==> src/rtl/sine_wave_pkg.sv <==
// Shared definitions for the sine-wave generator CSR map and its sweep master.
package sine_wave_pkg;
  localparam int unsigned SIN_W = 10;
  localparam int unsigned FCW_W = 8;

  localparam logic [1:0] ADDR_FCW = 2'd0;
  localparam logic [1:0] ADDR_RUN = 2'd1;
  localparam logic [1:0] ADDR_SIN = 2'd2;

  typedef enum logic [2:0] {
    IDLE, WR_FCW, WR_RUN, RD_REQ, RD_WAIT, GAP, WR_STOP, FIN
  } sweep_state_t;

  typedef enum logic [1:0] {
    CMD_NONE, CMD_WRITE, CMD_READ
  } avm_cmd_t;
endpackage

==> src/rtl/avm_cmd_issuer.sv <==
// Avalon-MM command driver: presents the sequencer's command, reports acceptance,
// and flags when fixed-latency read data is valid.
module avm_cmd_issuer
  import sine_wave_pkg::*;
#(
  parameter int unsigned READ_LATENCY = 1
) (
  input  logic        clk,
  input  logic        rst,
  input  avm_cmd_t    cmd,
  input  logic [1:0]  cmd_addr,
  input  logic [31:0] cmd_wdata,
  output logic        accept,
  output logic        rdata_valid,
  output logic        avm_chipselect,
  output logic        avm_write,
  output logic        avm_read,
  output logic [1:0]  avm_address,
  output logic [31:0] avm_writedata,
  input  logic        avm_waitrequest
);
  localparam int unsigned LAT_W = $clog2(READ_LATENCY + 1);

  logic [LAT_W-1:0] lat_q, lat_d;

  // The sequencer holds cmd steady until accept, so the bus stays stable under waitrequest.
  always_comb begin
    avm_chipselect = (cmd != CMD_NONE);
    avm_write      = (cmd == CMD_WRITE);
    avm_read       = (cmd == CMD_READ);
    avm_address    = avm_chipselect ? cmd_addr : '0;
    avm_writedata  = avm_write ? cmd_wdata : '0;
    accept         = avm_chipselect && !avm_waitrequest;
    rdata_valid    = (lat_q == LAT_W'(1));
    lat_d          = lat_q;
    if (avm_read && accept) begin
      lat_d = LAT_W'(READ_LATENCY);
    end else if (lat_q != '0) begin
      lat_d = lat_q - LAT_W'(1);
    end
  end

  always_ff @(posedge clk or posedge rst) begin
    if (rst) lat_q <= '0;
    else     lat_q <= lat_d;
  end
endmodule

==> src/rtl/sine_wave_sweep_master.sv <==
// Sweep sequencer: programs FCW, sets run, polls N samples at a fixed gap,
// then clears run. Bus handshaking lives in avm_cmd_issuer.
module sine_wave_sweep_master
  import sine_wave_pkg::*;
#(
  parameter int unsigned READ_LATENCY = 1,
  parameter int unsigned SAMPLE_GAP   = 4,
  parameter int unsigned CNT_W        = 16
) (
  input  logic             Clk,
  input  logic             Reset,
  input  logic             start,
  input  logic             abort,
  input  logic [FCW_W-1:0] fcw_in,
  input  logic [CNT_W-1:0] num_samples,
  output logic             busy,
  output logic             done,
  output logic             sample_valid,
  output logic [SIN_W-1:0] sample_data,
  output logic             avm_chipselect,
  output logic             avm_write,
  output logic             avm_read,
  output logic [1:0]       avm_address,
  output logic [31:0]      avm_writedata,
  input  logic [31:0]      avm_readdata,
  input  logic             avm_waitrequest
);
  localparam int unsigned GAP_W = $clog2(SAMPLE_GAP + 2);
  localparam logic [GAP_W-1:0] GAP_LAST = GAP_W'((SAMPLE_GAP > 0) ? SAMPLE_GAP - 1 : 0);

  sweep_state_t     state_q, state_d;
  logic [FCW_W-1:0] fcw_q, fcw_d;
  logic [CNT_W-1:0] num_q, num_d;
  logic [CNT_W-1:0] cnt_q, cnt_d;
  logic [GAP_W-1:0] gap_q, gap_d;
  logic             abort_q, abort_d;
  logic [SIN_W-1:0] sample_data_q, sample_data_d;
  logic             sample_valid_q, sample_valid_d;

  avm_cmd_t    cmd;
  logic [1:0]  cmd_addr;
  logic [31:0] cmd_wdata;
  logic        accept, rdata_valid, stop_req;
  logic        unused_rdata_hi;

  assign unused_rdata_hi = ^avm_readdata[31:SIN_W];

  avm_cmd_issuer #(.READ_LATENCY(READ_LATENCY)) u_issuer (
    .clk             (Clk),
    .rst             (Reset),
    .cmd             (cmd),
    .cmd_addr        (cmd_addr),
    .cmd_wdata       (cmd_wdata),
    .accept          (accept),
    .rdata_valid     (rdata_valid),
    .avm_chipselect  (avm_chipselect),
    .avm_write       (avm_write),
    .avm_read        (avm_read),
    .avm_address     (avm_address),
    .avm_writedata   (avm_writedata),
    .avm_waitrequest (avm_waitrequest)
  );

  always_comb begin
    state_d        = state_q;
    fcw_d          = fcw_q;
    num_d          = num_q;
    cnt_d          = cnt_q;
    gap_d          = gap_q;
    abort_d        = abort_q;
    sample_data_d  = sample_data_q;
    sample_valid_d = 1'b0;
    cmd            = CMD_NONE;
    cmd_addr       = ADDR_FCW;
    cmd_wdata      = '0;
    done           = 1'b0;
    stop_req       = abort_q || abort;
    if (state_q != IDLE && abort) abort_d = 1'b1;

    unique case (state_q)
      IDLE: begin
        abort_d = 1'b0;
        if (start) begin
          fcw_d   = fcw_in;
          num_d   = num_samples;
          cnt_d   = '0;
          state_d = WR_FCW;
        end
      end
      WR_FCW: begin
        cmd       = CMD_WRITE;
        cmd_addr  = ADDR_FCW;
        cmd_wdata = 32'(fcw_q);
        if (accept) state_d = WR_RUN;
      end
      WR_RUN: begin
        cmd       = CMD_WRITE;
        cmd_addr  = ADDR_RUN;
        cmd_wdata = 32'h1;
        if (accept) state_d = (num_q == '0 || stop_req) ? WR_STOP : RD_REQ;
      end
      RD_REQ: begin
        cmd      = CMD_READ;
        cmd_addr = ADDR_SIN;
        if (accept) state_d = RD_WAIT;
      end
      RD_WAIT: begin
        if (rdata_valid) begin
          sample_data_d  = avm_readdata[SIN_W-1:0];
          sample_valid_d = 1'b1;
          cnt_d          = cnt_q + CNT_W'(1);
          // Compare against num-1 so a full-scale count finishes without relying on wrap.
          if (cnt_q == num_q - CNT_W'(1) || stop_req) begin
            state_d = WR_STOP;
          end else if (SAMPLE_GAP == 0) begin
            state_d = RD_REQ;
          end else begin
            state_d = GAP;
            gap_d   = '0;
          end
        end
      end
      GAP: begin
        if (stop_req)              state_d = WR_STOP;
        else if (gap_q == GAP_LAST) state_d = RD_REQ;
        else                       gap_d   = gap_q + GAP_W'(1);
      end
      WR_STOP: begin
        cmd       = CMD_WRITE;
        cmd_addr  = ADDR_RUN;
        cmd_wdata = 32'h0;
        if (accept) state_d = FIN;
      end
      FIN: begin
        done    = 1'b1;
        state_d = IDLE;
      end
      default: state_d = IDLE;
    endcase
  end

  always_ff @(posedge Clk or posedge Reset) begin
    if (Reset) begin
      state_q        <= IDLE;
      fcw_q          <= '0;
      num_q          <= '0;
      cnt_q          <= '0;
      gap_q          <= '0;
      abort_q        <= 1'b0;
      sample_data_q  <= '0;
      sample_valid_q <= 1'b0;
    end else begin
      state_q        <= state_d;
      fcw_q          <= fcw_d;
      num_q          <= num_d;
      cnt_q          <= cnt_d;
      gap_q          <= gap_d;
      abort_q        <= abort_d;
      sample_data_q  <= sample_data_d;
      sample_valid_q <= sample_valid_d;
    end
  end

  assign busy         = (state_q != IDLE) && (state_q != FIN);
  assign sample_valid = sample_valid_q;
  assign sample_data  = sample_data_q;
endmodule

==> config.mk <==
export PLATFORM = sky130hd
export DESIGN_NAME = sine_wave_sweep_master
export DESIGN_NICKNAME = d
export VERILOG_FILES = /design/src/rtl/sine_wave_pkg.sv /design/src/rtl/avm_cmd_issuer.sv /design/src/rtl/sine_wave_sweep_master.sv
export SDC_FILE = /design/constraint.sdc
export NUM_CORES = 1
export LEC_CHECK = 0
export ABC_AREA = 1
export BUFFER_PORTS_ARGS = -buffer_cell sky130_fd_sc_hd__buf_2
export CORE_UTILIZATION = 30
export CTS_BUF_LIST = sky130_fd_sc_hd__clkbuf_2 sky130_fd_sc_hd__clkbuf_4 sky130_fd_sc_hd__clkbuf_8
export DETAILED_ROUTE_END_ITERATION = 12
export PLACE_DENSITY = 0.51
export SLEW_MARGIN = 20
export SYNTH_ARGS = -nofsm -noshare
export SYNTH_HDL_FRONTEND = slang
export SYNTH_SLANG_ARGS = --single-unit
==> constraint.sdc <==
create_clock -name Clk -period 2.9 [get_ports Clk]
set_input_delay 0.435 -clock Clk [delete_from_list [all_inputs] [get_ports Clk]]
set_output_delay 0.435 -clock Clk [all_outputs]
set_load 0.01 [all_outputs]
==> results of run 1 <==
[stage by stage]
stage / worst slack [ns] / util [%]
floorplan: 1.01 / -
global placement: 0.624 / 34.7
detailed placement: 0.550 / 34.7
CTS: 0.513 / 36.5
global route: 0.200 / 36.5
finish: 0.539 / 36.5
[cell usage in the layout, fill, tap and decap left out, types with 2 or more instances in the layout]
| cell type | instances |
|---|---|
| a21oi_1 | 12 |
| buf_2 | 64 |
| buf_4 | 2 |
| clkbuf_8 | 10 |
| conb_1 | 24 |
| dfrtp_1 | 59 |
| ha_1 | 4 |
| inv_1 | 63 |
| inv_2 | 3 |
| inv_6 | 3 |
| nand2_1 | 153 |
| nand2_4 | 3 |
| nand3_1 | 29 |
| nand4_1 | 4 |
| nor2_1 | 71 |
| nor2_2 | 2 |
| nor2_4 | 2 |
| nor3_1 | 7 |
| o211ai_1 | 2 |
| o21ai_0 | 36 |
| xnor2_1 | 3 |
| xor2_1 | 2 |
[layer usage]
layer / vias up / share of wire (%)
met5: - / 0
met4: 0 / 0.99
met3: 6 / 4.6
met2: 84 / 46
met1: 1457 / 49
li1: 1668 / -
[kinds of logic after synthesis]
family	synth area share [%]
and+or+nand+nor	34.4
adders and majority gates	1.40
xor gates and xnor gates	1.85
AOI/OAI and AO/OA	8.21
DFF	41.2
buffers and inverters	12.8
other	0.105
[power by group]
part / internal [W] / switching (W) / total (W)
registers: 0.00110 / 0.000246 / 0.00135
logic: 0.000588 / 0.00103 / 0.00162
clock network: 0.000429 / 0.000368 / 0.000797
total: 0.00212 / 0.00165 / 0.00377
[critical path, delay by kind of cell (launching register included)]
kind                       cells  cell delay [ns]
DFF                            1             0.40
buffers and inverters          1             0.12
and+or+nand+nor               11             1.27
adders and majority gates      1             0.27
AOI/OAI and AO/OA              1             0.24
[how the worst min path moves through the flow]
stage | from | end | slack (ns) | cells after the start
2_1_floorplan | gap_q[2]$_DFFE_PP0P_ | gap_q[2]$_DFFE_PP0P_ | 0.44 | 2
3_3_place_gp | sample_data[5]$_DFFE_PP0P_ | sample_data[5]$_DFFE_PP0P_ | 0.46 | 2
3_5_place_dp | sample_data[5]$_DFFE_PP0P_ | sample_data[5]$_DFFE_PP0P_ | 0.47 | 2
4_1_cts | Reset | sample_data[8]$_DFFE_PP0P_ | 0.15 | 3
5_1_grt | Reset | cnt_q[5]$_DFFE_PP0P_ | 0.16 | 3
6_report | Reset | gap_q[1]$_DFFE_PP0P_ | 0.15 | 3
[state kept, by name, indices dropped and copies added, names as in the netlist]
signal                cells
abort_q                   1
cnt_q                    16
fcw_q                     8
gap_q                     3
num_q                    16
sample_data              10
sample_valid              1
state_q                   3
u_issuer.rdata_valid      1
[area by class of cell]
class | count | area (um2) | share of cell area [%]
Tap cell | 143 | 179 | 4.26
Timing Repair Buffer | 67 | 355 | 8.46
Multi-Input combinational cell | 370 | 1730 | 41.3
Sequential cell | 59 | 1480 | 35.2
Inverter | 66 | 248 | 5.90
Clock buffer | 10 | 138 | 3.28
Clock inverter | 6 | 70.1 | 1.67
==> results.sh, run 1 <==
export IMPL_status="complete, but fails checks"
export IMPL_violations="design-rule violations"
export IMPL_dp_hpwl_um=6120
export IMPL_grt_busiest_layer="met2"
export IMPL_coreArea_um2=11500
export IMPL_rsz0062_at_grt="false"
export IMPL_yosys_warnings=0
export IMPL_min_period_ns=2.36
export IMPL_grtUsageMet3_pct=4.16
export IMPL_r2r_start="num_q[0]$_DFFE_PP0P_"
export IMPL_drv_slew=0
export IMPL_crit_required_ns=3.18
export IMPL_rr_worst_depth=14
export IMPL_fin_nets=638
export IMPL_cp_endpoint="gap_q[0]$_DFFE_PP0P_"
export IMPL_viasPerCell=4.46
export IMPL_synthTopCellsByCount="nand2_1, nor2_1, inv_1, dfrtp_1, o21ai_0"
export IMPL_grt_usage_pct=14.3
export IMPL_hold_ws_ns=0.152
export IMPL_synth_area_leaders="dfrtp_1, nand2_1, nor2_1"
export IMPL_drive_gt1_share_pct=17.3
export IMPL_clockBufferDepth=2
export IMPL_drv_cap=0
export IMPL_rrSetupSlack_ns=0.54
export IMPL_clk_pin_slew_ns=0.08
export IMPL_cp_max_fo=5
export IMPL_grt_ovfl_total=0
export IMPL_finClkSkew_ns=0.0152
export IMPL_cts_hold_buf=0
export IMPL_numPortBuffers=64
export IMPL_hold_viol=0
export IMPL_rows=39
export IMPL_first_pass_iters=11
export IMPL_drt_total_wl_um=8290
export IMPL_synth_edff_count=0
export IMPL_post_drt_wl_per_cell_um=11.5
export IMPL_grt_pass1_vias=3153
export IMPL_drcViolationCount=9
export IMPL_cpMostUsedCell="nand2_1"
export IMPL_synth_main_ff_cell="dfrtp_1"
export IMPL_cts_sinks=59
export IMPL_setup_worst_path_start="num_q[0]$_DFFE_PP0P_"
export IMPL_grt_first_pass_wirelength_um=14300
export IMPL_insertion_delay_ns=0.34
export IMPL_ys_seq_area_share_pct=41.2
export IMPL_synth_top_area_share_pct=41.2
export IMPL_max_stage_delay_ns=0.40
export IMPL_start_kind="register"
export IMPL_powerDensity_nw_per_um2=897
export IMPL_fp_dieW_um=111
export IMPL_cts_max_level=3
export IMPL_arrival_ns=2.64
export IMPL_ant_nets=0
export IMPL_grt_max_degree=60
export IMPL_critPathKind="reg2reg"
export IMPL_synth_async_reset_ratio_pct=100
export IMPL_cts_tree="built"
export IMPL_syn_area_per_cell_um2=7.11
export IMPL_stdcell_count=721
export IMPL_end_kind="register"
export IMPL_start_util_pct=31.1
export IMPL_final_setup_viol_count=0
export IMPL_diodes=0
export IMPL_vias=3215
export IMPL_yosysTopAreaCell="dfrtp_1"
export IMPL_ys_seq_elements=59
export IMPL_met1_usage_pct=18.5
export IMPL_met2_usage_pct=22.7
export IMPL_pin_count=111
export IMPL_setup_tns_ns=0
export IMPL_post_cts_resized=0
export IMPL_power_w=0.00377
export IMPL_syn_to_final_growth_pct=17.2
export IMPL_p_leak_nw=2.21
export IMPL_postPlaceCellArea_um2=3990
export IMPL_ir_worst_vdd_uv=369
export IMPL_die_area_um2=12400
export IMPL_dr_first_iter_drc_count=150
export IMPL_max_freq_mhz=424
export IMPL_fin_crit_sh_pct=81.4
export IMPL_syn_inst=504
export IMPL_antenna_found_initial=0
export IMPL_root_buffer="clkbuf_8"
export IMPL_place_inst=705
export IMPL_ys_types=37
export IMPL_post_cts_setup_buffer_count=0
export IMPL_die_h_um=111
export IMPL_rr_endpoint="gap_q[0]$_DFFE_PP0P_"
export IMPL_synth_most_common_cell="nand2_1"
export IMPL_finalInstanceArea_um2=4200
export IMPL_hold_path_class="in2async"
export IMPL_slowest_stage="dfrtp_1"
export IMPL_cts_buffers=9
export IMPL_syn_cell_area_um2=3580
export IMPL_nFillCells=1241
export IMPL_place_congestion=0.870
export IMPL_worstPathCellList="inv_1 > ha_1 > nand2_1 > nor2_1 > nand3_1 > nand3_1 > nand2_1 > nor2_1 > nand2_1 > o21bai_1 > nand2_1 > nand2_1 > nand2_1 > nand2_1"
Note: power is estimated with default switching activity, not from simulation.
==> run 2, diff against run 1 <==
PLACE_DENSITY = 0.52   (was 0.51)
clock period = 1.9 ns   (was 2.9 ns; I/O delays follow)
==> results.sh, run 2 (same netlist as run 1, synthesis figures left out) <==
export IMPL_layout_common_cells="nand2_1, buf_2, nor2_1"
export IMPL_drv_slew=0
export IMPL_die_h_um=111
export IMPL_drt_total_wl_um=8890
export IMPL_min_period_ns=2.04
export IMPL_layout_setup_ws_ns=-0.143
export IMPL_coreArea_um2=11500
export IMPL_syn_to_final_growth_pct=28.7
export IMPL_grtUsageMet3_pct=4.26
export IMPL_arrival_ns=2.32
export IMPL_post_place_ws_ns=-0.291
export IMPL_drive_gt1_share_pct=26.4
export IMPL_numPortBuffers=64
export IMPL_clockBufferDepth=2
export IMPL_end_kind="register"
export IMPL_min_path_cells=3
export IMPL_cp_buffers_inverters=2
export IMPL_insertion_delay_ns=0.34
export IMPL_worstPathCellList="inv_2 > ha_4 > inv_2 > nand2_1 > nand2_1 > nor2_2 > nand3_1 > nor2_1 > nand2_1 > nor2_1 > nand3_1 > o21bai_2 > nand2_2 > nand2_2 > nand2_1 > nand2_1"
export IMPL_rrSetupSlack_ns=-0.14
export IMPL_fin_crit_sh_pct=108
export IMPL_dr_first_iter_drc_count=186
export IMPL_met1_usage_pct=19.4
export IMPL_fin_nets=673
export IMPL_grt_busiest_layer="met2"
export IMPL_cts_buffers=9
export IMPL_status="complete, but fails checks"
export IMPL_crit_required_ns=2.18
export IMPL_die_area_um2=12400
export IMPL_place_congestion=0.863
export IMPL_hold_path_class="in2reg"
export IMPL_cts_tree="built"
export IMPL_multi_input_area_um2=1850
export IMPL_cts_max_level=3
export IMPL_ir_worst_vdd_uv=641
export IMPL_critPathKind="reg2reg"
export IMPL_crit_family="simple AND/OR/NAND/NOR gates"
export IMPL_max_freq_mhz=489
export IMPL_slowest_stage="dfrtp_1"
export IMPL_final_setup_viol_count=6
export IMPL_crit_cells=16
export IMPL_nFillCells=1206
export IMPL_fp_dieW_um=111
export IMPL_finClkSkew_ns=0.0149
export IMPL_post_route_util_pct=40.0
export IMPL_max_stage_delay_ns=0.39
export IMPL_grt_pass1_vias=3337
export IMPL_antenna_found_initial=0
export IMPL_diodes=0
export IMPL_met2_usage_pct=25.4
export IMPL_ant_nets=0
export IMPL_rsz0062_at_grt="true"
export IMPL_first_pass_iters=11
export IMPL_grt_ovfl_total=0
export IMPL_grt_max_degree=60
export IMPL_seqCellArea_um2=1480
export IMPL_violations="design-rule violations, negative setup slack"
export IMPL_rr_worst_depth=16
export IMPL_cts_sinks=59
export IMPL_grt_usage_pct=15.4
export IMPL_grt_first_pass_wirelength_um=15400
export IMPL_clk_pin_slew_ns=0.07
export IMPL_drv_cap=0
export IMPL_pin_count=111
export IMPL_p_leak_nw=2.39
export IMPL_final_common_cell="nand2_1"
export IMPL_rows=39
export IMPL_dp_hpwl_um=6410
export IMPL_viasPerCell=4.46
export IMPL_vias=3369
export IMPL_post_drt_wl_per_cell_um=11.8
export IMPL_cp_max_fo=4
export IMPL_start_util_pct=31.1
export IMPL_powerDensity_nw_per_um2=1410
export IMPL_start_kind="register"
export IMPL_cpMostUsedCell="nand2_1"
export IMPL_hold_viol=0
export IMPL_root_buffer="clkbuf_8"
export IMPL_drcViolationCount=6
==> run 2: area by class of cell <==
| cell class | count | share of cell area, % |
|---|---|---|
| clock buffers | 10 | 2.85 |
| repair buffers | 102 | 13.8 |
| clock inverters | 6 | 1.95 |
| flip-flops and latches | 59 | 32.0 |
| multi-input cells | 370 | 40.1 |
| inverters | 66 | 5.37 |
| well taps | 143 | 3.88 |
==> run 2: metrics by stage <==
step	TNS, ns	cell area [um2]	hold slack (ns)	power, W	std cells
floorplan	0	3670	0.351	0.00382	527
global placement	-0.865	4190	0.386	0.00486	730
detailed placement	-1.16	4190	0.382	0.00489	730
CTS	-0.485	4490	0.114	0.00641	747
global route	-1.55	4610	0.116	0.00710	756
finish	-0.521	4610	0.130	0.00650	756
==> run 2: worst paths after layout <==
| check | to | start |
|---|---|---|
| setup / recovery | gap_q[0]$_DFFE_PP0P_ | num_q[1]$_DFFE_PP0P_ |
| hold reg to reg | sample_data[2]$_DFFE_PP0P_ | sample_data[2]$_DFFE_PP0P_ |
| hold / removal | sample_data[5]$_DFFE_PP0P_ | avm_readdata[5] |
| min in group asynchronous | gap_q[2]$_DFFE_PP0P_ | Reset |
| setup reg to reg | gap_q[0]$_DFFE_PP0P_ | num_q[1]$_DFFE_PP0P_ |
| max in group asynchronous | num_q[5]$_DFFE_PP0P_ | Reset |
==> run 2: repair_timing <==
action                                  in CTS  in global routing
resized for setup                           20                 19
setup buffers                                0                  9
hold buffers                                 1                  0
pin swaps                                   10                 18
endpoints found under the setup margin      13                 15
hold endpoints to repair                    16                  0
==> run 2: worst reg2reg max path, delay by kind of cell (launching register included) <==
kind | cells | cell delay [ns]
adders and majority gates | 1 | 0.27
AOI/OAI and AO/OA | 1 | 0.19
DFF | 1 | 0.39
and+or+nand+nor | 12 | 1.02
buffers and inverters | 2 | 0.10
==> run 2: per-layer routing <==
metal  routed length (um)  share of wire (%)
met2                 4220                 47
met1                 4080                 46
met3                  470                5.3
met5                    0                  0
met4                  128                1.4
==> run 2: report_power, final <==
group | switching, W | leakage (nW) | total (W) | internal (W)
clock network | 0.000536 | 0.110 | 0.00129 | 0.000755
logic | 0.00184 | 1.54 | 0.00319 | 0.00134
registers | 0.000344 | 0.736 | 0.00203 | 0.00168
total | 0.00272 | 2.39 | 0.00650 | 0.00378
==> run 3, diff against run 2 <==
ABC_AREA = not set   (was 1)
PLACE_DENSITY = 0.53   (was 0.52)
==> results.sh, run 3 <==
export IMPL_status="complete, but fails checks"
export IMPL_violations="negative setup slack"
export IMPL_cts_max_level=3
export IMPL_grt_first_pass_wirelength_um=13200
export IMPL_grt_max_degree=52
export IMPL_fin_nets=521
export IMPL_yosysTopAreaCell="dfrtp_1"
export IMPL_finClkSkew_ns=0.0127
export IMPL_end_kind="register"
export IMPL_hold_path_class="in2reg"
export IMPL_drcViolationCount=0
export IMPL_clk_pin_slew_ns=0.08
export IMPL_rows=38
export IMPL_critPathKind="reg2reg"
export IMPL_drv_cap=0
export IMPL_synth_async_reset_ratio_pct=100
export IMPL_crit_family="simple AND/OR/NAND/NOR gates"
export IMPL_ys_seq_elements=59
export IMPL_rsz0062_at_grt="true"
export IMPL_hold_viol=0
export IMPL_insertion_delay_ns=0.35
export IMPL_drv_slew=0
export IMPL_ys_types=57
export IMPL_dr_first_iter_drc_count=107
export IMPL_ir_worst_vdd_uv=542
export IMPL_synth_top_area_share_pct=43.1
export IMPL_numPortBuffers=64
export IMPL_syn_area_per_cell_um2=10.0
export IMPL_grt_pass1_vias=2837
export IMPL_die_h_um=109
export IMPL_layout_common_cells="buf_2, dfrtp_1, buf_4"
export IMPL_post_drt_wl_per_cell_um=13.1
export IMPL_cts_sinks=59
export IMPL_cts_buffers=9
export IMPL_cp_max_fo=3
export IMPL_die_area_um2=11800
export IMPL_layout_setup_ws_ns=-0.216
export IMPL_antenna_found_initial=0
export IMPL_vias=2810
export IMPL_syn_cell_area_um2=3420
export IMPL_max_stage_delay_ns=0.58
export IMPL_fp_dieW_um=109
export IMPL_coreArea_um2=11000
export IMPL_crit_cells=7
export IMPL_ant_nets=0
export IMPL_grt_ovfl_total=0
export IMPL_grt_usage_pct=14.7
export IMPL_drive_gt1_share_pct=44.0
export IMPL_yosys_warnings=0
export IMPL_arrival_ns=2.37
export IMPL_start_kind="register"
export IMPL_synth_most_common_cell="dfrtp_1"
export IMPL_worstPathCellList="or4_4 > nor3b_2 > xnor2_1 > nor4_1 > and4_4 > nand2_4 > o31ai_2"
export IMPL_final_setup_viol_count=5
export IMPL_synthTopCellsByCount="dfrtp_1, mux2_2, nor2_1, buf_4"
export IMPL_power_w=0.00661
export IMPL_ys_seq_area_share_pct=43.1
export IMPL_syn_inst=342
export IMPL_cts_tree="built"
export IMPL_clockBufferDepth=2
export IMPL_final_common_cell="buf_2"
export IMPL_min_period_ns=2.12
export IMPL_p_leak_nw=2.17
export IMPL_place_congestion=0.870
export IMPL_powerDensity_nw_per_um2=1440
export IMPL_dp_hpwl_um=5920
export IMPL_crit_required_ns=2.15
export IMPL_setup_tns_ns=-1.01
export IMPL_cp_buffers_inverters=0
export IMPL_fin_crit_sh_pct=111
export IMPL_root_buffer="clkbuf_8"
export IMPL_max_freq_mhz=473
export IMPL_hold_ws_ns=0.122
export IMPL_first_pass_iters=6
export IMPL_syn_to_final_growth_pct=33.6
export IMPL_pin_count=111
export IMPL_slowest_stage="or4_4"
export IMPL_synth_area_leaders="dfrtp_1, mux2_2, buf_4"
export IMPL_diodes=0
export IMPL_drt_total_wl_um=7880
export IMPL_viasPerCell=4.68
export IMPL_rr_worst_depth=7
export IMPL_min_path_cells=2
export IMPL_synth_edff_count=0
export IMPL_synth_main_ff_cell="dfrtp_1"
export IMPL_start_util_pct=31.2
-- run 3: per-stage QoR --
step	utilization (%)	cell area (um2)	setup slack, ns	cells
floorplan	-	3530	-0.208	365
global placement	37.9	4160	-0.369	581
detailed placement	37.9	4160	-0.405	581
CTS	41.1	4510	-0.223	600
global route	41.7	4580	-0.327	601
finish	41.7	4580	-0.216	601
-- run 3: worst paths after layout --
kind	startpoint	end	slack [ns]
setup / recovery	num_q[2]$_DFFE_PP0P_	state_q[1]$_DFFE_PP0P_	-0.22
hold / removal	avm_waitrequest	u_issuer.rdata_valid$_DFF_PP0_	0.12
setup reg to reg	num_q[2]$_DFFE_PP0P_	state_q[1]$_DFFE_PP0P_	-0.22
hold reg to reg	sample_data[0]$_DFFE_PP0P_	sample_data[0]$_DFFE_PP0P_	0.50
max in group asynchronous	Reset	sample_data[9]$_DFFE_PP0P_	0.95
min in group asynchronous	Reset	sample_valid$_DFF_PP0_	0.40
-- run 3: area by class of cell --
cell class	instances	area, um2
clock buffers	9	124
flip-flops and latches	59	1480
repair buffers	121	783
fillers	1098	6410
multi-input cells	253	1870
inverters	12	45.0
well taps	140	175
clock inverters	7	101
-- run 3: worst register-to-register path, stage by stage (launching register included) --
cell and delay (ns):
dfrtp_1 0.40, or4_4 0.58, nor3b_2 0.19, xnor2_1 0.08
nor4_1 0.23, and4_4 0.29, nand2_4 0.05, o31ai_2 0.20
-- run 3: what timing repair did --
item,CTS,global route
resized for setup,21,14
hold buffers,1,0
setup buffers,2,1
hold endpoints to repair,8,0
setup endpoints to repair,6,18
pin swaps,15,11
-- run 3: routing by layer --
layer	track usage, %	share of wire (%)	vias up	wire length [um]
met5	0	0	-	0
li1	-	-	1374	-
met1	18.1	45	1364	3530
met4	5.98	1.6	0	124
met3	3.65	4.0	10	318
met2	24.4	50	62	3910
-- run 3: cell families after synthesis --
group | synth area share (%)
flip-flops | 43.1
buffers and inverters | 9.50
AO/OA/AOI/OAI | 8.95
XOR/XNOR | 7.93
AND/OR/NAND/NOR | 17.5
other | 0.110
adder cells (fa/ha/maj) | 1.46
multiplexers | 11.4
-- run 3: report_power, final --
group / leakage, nW / switching, W / internal (W)
combinational: 1.32 / 0.00158 / 0.00170
sequential: 0.747 / 0.000320 / 0.00171
clock: 0.106 / 0.000548 / 0.000746
total: 2.17 / 0.00245 / 0.00416
